[config.mk]
export PLATFORM = sky130hd
export DESIGN_NAME = bcd_serial_adder
export DESIGN_NICKNAME = d
export VERILOG_FILES = /design/src/rtl/bcd_serial_adder.sv
export SDC_FILE = /design/constraint.sdc
export NUM_CORES = 1
export LEC_CHECK = 0
export BUFFER_PORTS_ARGS = -buffer_cell sky130_fd_sc_hd__buf_2
export CAP_MARGIN = 20
export CORE_ASPECT_RATIO = 0.7
export CORE_MARGIN = 2
export CORE_UTILIZATION = 40
export DETAILED_ROUTE_END_ITERATION = 10
export SLEW_MARGIN = 20
export SYNTH_ARGS = -nofsm -noshare
export SYNTH_HDL_FRONTEND = slang
export SYNTH_SLANG_ARGS = --single-unit
[constraint.sdc]
create_clock -name clk -period 4.4 [get_ports clk]
set_input_delay 0.44 -clock clk [delete_from_list [all_inputs] [get_ports clk]]
set_output_delay 0.44 -clock clk [all_outputs]
set_load 0.01 [all_outputs]
[src/rtl/bcd_serial_adder.sv]
// bcd_serial_adder: multi-digit BCD adder that runs one digit per cycle, LSD first, behind a start/busy/done handshake
module bcd_serial_adder #(
  parameter int DIGITS = 4
) (
  input  logic                  clk,
  input  logic                  rst,
  input  logic                  start,
  input  logic [4*DIGITS-1:0]   a,
  input  logic [4*DIGITS-1:0]   b,
  input  logic                  cin,
  output logic                  busy,
  output logic                  done,
  output logic [4*DIGITS-1:0]   sum,
  output logic                  cout,
  output logic                  invalid
);
  localparam int W = 4 * DIGITS;
  localparam int IW = DIGITS > 1 ? $clog2(DIGITS) : 1;
  typedef enum logic [1:0] {IDLE, ADD, DONE} state_t;
  state_t state_q, state_d;
  logic [W-1:0] opa_q, opa_d, opb_q, opb_d, res_q, res_d, sum_q, sum_d;
  logic [IW-1:0] idx_q, idx_d;
  logic c_q, c_d, inv_q, inv_d, cout_q, cout_d, invalid_q, invalid_d;
  logic [4:0] t;
  logic gt;
  logic [3:0] s;
  logic bad;
  always_comb begin
    t = {1'b0, opa_q[3:0]} + {1'b0, opb_q[3:0]} + {4'd0, c_q};
    gt = t > 5'd9;
    s = gt ? t[3:0] + 4'd6 : t[3:0];
    bad = 1'b0;
    for (int i = 0; i < DIGITS; i++) bad = bad | (a[4*i+:4] > 4'd9) | (b[4*i+:4] > 4'd9);
    state_d = state_q;
    opa_d = opa_q;
    opb_d = opb_q;
    res_d = res_q;
    sum_d = sum_q;
    idx_d = idx_q;
    c_d = c_q;
    inv_d = inv_q;
    cout_d = cout_q;
    invalid_d = invalid_q;
    if (state_q == ADD) begin
      opa_d = opa_q >> 4;
      opb_d = opb_q >> 4;
      c_d = gt;
      idx_d = idx_q + 1'b1;
      res_d = W'({s, res_q} >> 4);
      if (idx_q == IW'(DIGITS - 1)) begin
        state_d = DONE;
        sum_d = res_d;
        cout_d = gt;
        invalid_d = inv_q;
      end
    end else if (start) begin
      state_d = ADD;
      opa_d = a;
      opb_d = b;
      c_d = cin;
      idx_d = '0;
      inv_d = bad;
    end else begin
      state_d = IDLE;
    end
  end
  always_ff @(posedge clk) begin
    if (rst) begin
      state_q <= IDLE;
      opa_q <= '0;
      opb_q <= '0;
      res_q <= '0;
      sum_q <= '0;
      idx_q <= '0;
      c_q <= 1'b0;
      inv_q <= 1'b0;
      cout_q <= 1'b0;
      invalid_q <= 1'b0;
    end else begin
      state_q <= state_d;
      opa_q <= opa_d;
      opb_q <= opb_d;
      res_q <= res_d;
      sum_q <= sum_d;
      idx_q <= idx_d;
      c_q <= c_d;
      inv_q <= inv_d;
      cout_q <= cout_d;
      invalid_q <= invalid_d;
    end
  end
  assign busy = state_q == ADD;
  assign done = state_q == DONE;
  assign sum = sum_q;
  assign cout = cout_q;
  assign invalid = invalid_q;
endmodule

==> Word level (Yosys, flattened, before mapping) <==
Cells that the tools add are included.
{ "op_classes": {"add_sub_neg": 4, "n_lt_le_gt_ge": 9, "n_eq_ne": 4, "mux": 12, "bitwise": 8, "reduce_logical": 4} }
{ "ops": {"columns": ["op", "count"], "rows": [
  ["$mux W12", 4],
  ["$gt A4 B4 Y1 const B", 8],
  ["$mux W2", 4],
  ["$or A1 B1 Y1", 7],
  ["$add A4 B4 Y5", 1],
  ["$add A5 B1 Y5", 1],
  ["$gt A5 B4 Y1 const B", 1],
  ["$add A4 B3 Y4 const B", 1],
  ["$eq A2 B2 Y1 const B", 2],
  ["$mux W4", 1],
  ["$reduce_and A2 Y1", 2],
  ["$mux W1", 3],
  ["$add A2 B1 Y2 const B", 1],
  ["$eq A2 B1 Y1 const B", 1],
  ["$ne A2 B1 Y1 const B", 1],
  ["$reduce_bool A2 Y1", 1],
  ["$reduce_or A2 Y1", 1],
  ["$not A1 Y1", 1]
]} }
{ "word_totals": {"regBits": 72, "input_bits": 36, "output_inout_bits": 20, "wordCells": 53} }

==> Longest topological paths before layout <==
{ "depth": {"depth_word": 8, "ltp_mapped": 9, "mapped_depth_nobuf": 9} }

==> Worst setup path before layout <==
OpenSTA, ideal clock, no wires.
{ "synth_path": {"path_type": "register -> register", "start": "register opa_q[0]", "end": "register res_q[14]", "setup_ns": 0.058, "arrival_ns": 2.541, "t_required_ns": 4.342, "path_slack_ns": 1.801, "stages_incl_launch_ff": 10, "n_path_buf": 0, "period_less_slack_ns": 2.599, "path_cell_list": "dfxtp_1 -> fa_1 -> fa_1 -> xnor2_2 -> ha_1 -> nor2b_1 -> a31oi_4 -> a31o_2 -> a211oi_1 -> o21a_1"} }
{ "synth_via": {"elab_chain_len": 4, "elab_cells_between_ends": 5, "classes_between": "add/sub (3); order compare (1); mux (1)"} }
{ "synth_rtl": {"columns": ["item", "line_no", "rtl"], "rows": [
  ["from (decl)", "21", "logic [W-1:0] opa_q, opa_d, opb_q, opb_d, res_q, res_d, sum_q, sum_d;"],
  ["from (signal assigned)", "81", "opa_q <= opa_d;"],
  ["$add A4 B4 Y5 *", "29", "t = {1'b0, opa_q[3:0]} + {1'b0, opb_q[3:0]} + {4'd0, c_q};"],
  ["$add A5 B1 Y5 *", "29", null],
  ["$add A4 B3 Y4 / $gt A5 B4 Y1 (equally long branches)", "31, 30", null],
  ["$mux W4 *", "31", "s = gt ? t[3:0] + 4'd6 : t[3:0];"],
  ["to (signal assigned)", "83", "res_q <= res_d;"],
  ["to (decl)", "21", null]
]} }
Mark *: on every way between the ends. The rest lies on a longest branch, timed or not.
A chain may end at the register's enable or synchronous reset.

==> Worst setup path in the final report <==
{ "layout_path": {"start": "register opa_q[0]", "end": "register sum_q[15], in the netlist sum[15]"} }
{ "layout_via": {"elab_chain_len": 4, "elab_cells_between_ends": 5, "classes_between": "add/sub (3); order compare (1); mux (1)"} }
{ "layout_rtl": {"columns": ["item", "line_no", "rtl"], "rows": [
  ["$add A4 B4 Y5 *", "29", null],
  ["$add A5 B1 Y5 *", "29", null],
  ["$add A4 B3 Y4 / $gt A5 B4 Y1 (equally long branches)", "31, 30", null],
  ["$mux W4 *", "31", null],
  ["to (signal assigned)", "84", "sum_q <= sum_d;"],
  ["to (decl)", "21", null]
]} }
Marks and branches as above.

==> metrics <==
Slew @ Worst Pin 1.03 ns; f_max 348 MHz; max incr delay on CP roughly 0.58 ns; initial antenna violation count 0; drt first pass iters 4; reg2reg path depth 9; Clock Tree Root clkbuf_8; fin. max-slew vios 0; CTS tree built; Async S/R FF share, synth 0; Yosys cell types 37; total congestion overflow 0; VDD IR max ~0.00015 V; R2R Path End sum[15]; Synth Net Count between 300 and 400; Final Skew around 0.0068 ns; vias in the first global route roughly 2200; Clk pwr share 0.413; core area around 7300 um^2; fin util 0.488; Post-CTS Hold Buffers 0; Setup crit end kind flop; worst min path class primary input to flop; relative slew slack 0.315; total power draw approximately 1.5 mW; max-cap violation count 0; Via density 5.15; Tcrit/Tclk final 0.652; NetSw ~400 uW; Cell Count, Final, Fillers Out around 490; row cnt 26; setup total negative slack 0 ns; CP most frequent cell fa_1; gp weighted congestion slightly below 0.9; Seq/Total Area, Yosys 0.458; hold path startpoint b[12]; CTS H-tree lvls 3; worst hold path depth 3; # IOs between 50 and 60; CTS buffer count 9; Starting Density 0.410; placed insts 470; vias 2502; die area 8150 um^2; Post-Synth Adder-Cell Area 0.0345; HPWL after detailed placement 4630 um; crit-path cells fa_1, fa_1, inv_1, ha_1, nor2b_1, a31oi_4, nor2_1, o31ai_1, a211oi_1; worst slack at placement 1.56 ns; clock transition at the registers of the reported paths approximately 0.070 ns; warnings from Yosys 0; CP arrival roughly 3 ns; mux contribution to synthesized area 0.111; startpoint types flop; initial DRC count 156; Crit Path Class flop to flop; Nets 426; Pint ~1.1 mW; outcome finished clean; static leakage 1.50 nW; worst reg-to-reg setup slack 1.53 ns; Setup-failing EPs final 0; share of cells above drive strength 1 0.211; Final ANT Viol Nets 0; fin crit period approximately 2.9 ns; largest net degree at the start of global routing 69; Post-Syn Area 2970 um^2; Layout area overhead 19.0%; RR Startpoint opa_q[0]; xor and xnor area share after synthesis 0.00547; Synth Area in Compound Gates 0.192; worst-case clock buffer depth 2; CTS Sinks 68; RSZ-0062 raised after global routing no; critical path peak fanout 7; P per Cell Area 431 nW/um^2; post-CTS sizing 0; Synth Flop Type dfxtp_1; synthesized flop and latch total 68; Syn Area/Cell around 8.8 um^2; critical path's slowest cell fa_1; Horiz. Die Dim 107 um; setup repair bufs after CTS 0; Hold EP opb_q[12]; residual DRC count 0; Sequential Power Share 0.441; Simple-Gate Fraction of Synth Area 0.159; Tot GR Track Use 0.172; Worst-Skew Late Latency approximately 0.34 ns; Comb power frac 0.146; final setup margin 1.53 ns; final wirelength 6730 um; Critical Path RT 4.60 ns; die height roughly 76 um; number of port buffers 55; switching share of power 0.258; Final Hold Violating Endpoints 0; Synth Instances 338; main combinational cell family by area after synthesis compound AO/OA/AOI/OAI gates; Post-synth EDFFs 0; wire per inst 13.9 um; first-pass GRT wire length between 10000 and 15000 um; antenna fix cells 0
[layout by cell type (no fill, tap or decap), drive strengths merged, types with 6 or more instances in the layout]
cell,instances
nor2,44
mux2i,33
buf,57
clkbuf,10
dfxtp,68
a211oi,29
nand2,50
o21ai,11
nand3,6
a21oi,32
[area by class of cell]
type / count / area (um^2)
Clock inverter: 6 / 111
Timing Repair Buffer: 57 / 290
Inverter: 5 / 18.8
Fill cell: 708 / 3720
Tap cell: 98 / 123
Clock buffer: 10 / 138
Multi-Input combinational cell: 242 / 1500
Sequential cell: 68 / 1360
[registers in the layout, summed over array words and instances, names as in the netlist]
| register | count |
|---|---|
| opa_q | 16 |
| inv_q | 1 |
| c_q | 1 |
| res_q | 12 |
| idx_q | 2 |
| state_q | 2 |
| invalid | 1 |
| sum | 16 |
| cout | 1 |
| opb_q | 16 |
[per-layer routing]
metal	share of wire	track usage	vias to the layer above	routed length, um
met5	0	0	-	0
met1	0.52	0.261	1143	3470
li1	-	-	1278	-
met2	0.40	0.224	71	2710
met3	0.068	0.0624	10	456
met4	0.014	0.0506	0	94
[stage by stage]
stage          instance area [um^2]  hold slack [ns]
2_1_floorplan                  2970            0.432
4_1_cts                        3540            0.320
3_3_place_gp                   3290            0.439
5_1_grt                        3540            0.346
6_report                       3540            0.338
3_5_place_dp                   3290            0.445
[synthesized netlist by cell type (2+ instances only)]
library cell / n / area share
ha_1: 5 / 0.021
nand4_1: 2 / 0.0042
nor2b_1: 2 / 0.0042
a21oi_1: 32 / 0.054
o21a_1: 3 / 0.0076
mux2i_1: 33 / 0.11
dfxtp_1: 68 / 0.46
a211oi_1: 28 / 0.071
and2_1: 3 / 0.0063
nand3_1: 6 / 0.010
clkbuf_1: 7 / 0.0088
inv_1: 4 / 0.0051
nand2_1: 50 / 0.063
nor3_1: 5 / 0.0084
o21ai_0: 9 / 0.015
a31oi_1: 2 / 0.0042
buf_2: 10 / 0.017
nor2_1: 44 / 0.056
fa_1: 2 / 0.013
buf_1: 6 / 0.0076
[worst max-delay path: cells and delay by family, from the launching register on]
family,cells,cell delay [ns]
AND/OR/NAND/NOR,2,0.26
flip-flops,1,0.33
AO/OA/AOI/OAI,3,0.69
buffers and inverters,1,0.14
adder cells (fa/ha/maj),3,1.30
[power by group through the flow]
| stage | Combinational [mW] | Sequential [mW] | Clock (mW) |
|---|---|---|---|
| after floorplan | 0.166 | 0.677 | 0 |
| after global placement | 0.216 | 0.684 | 0 |
| after detailed placement | 0.219 | 0.685 | 0 |
| after CTS | 0.221 | 0.672 | 0.645 |
| after global routing | 0.243 | 0.676 | 0.673 |
| final | 0.222 | 0.671 | 0.629 |
[worst max path at each step]
stage	start	endpoint	slack, ns	depth (start not counted)
after CTS	opa_q[0]	sum[14]	1.55	9
after detailed placement	opa_q[0]	sum[14]	1.56	9
after floorplan	opa_q[0]	res_q[14]	1.80	9
final	opa_q[0]	sum[15]	1.53	9
after global placement	opa_q[0]	sum[14]	1.67	9
after global routing	opa_q[0]	res_q[14]	1.38	9
[kinds of logic (layout without fill, tap and decap cells)]
kind of cell / after synthesis / count (layout)
AOI/OAI and AO/OA: 86 / 86
xor gates and xnor gates: 1 / 1
adders and majority gates: 7 / 7
buffers and inverters: 28 / 78
DFF: 68 / 68
muxes: 33 / 33
and+or+nand+nor: 115 / 115
Note: power is estimated with default switching activity, not from simulation.
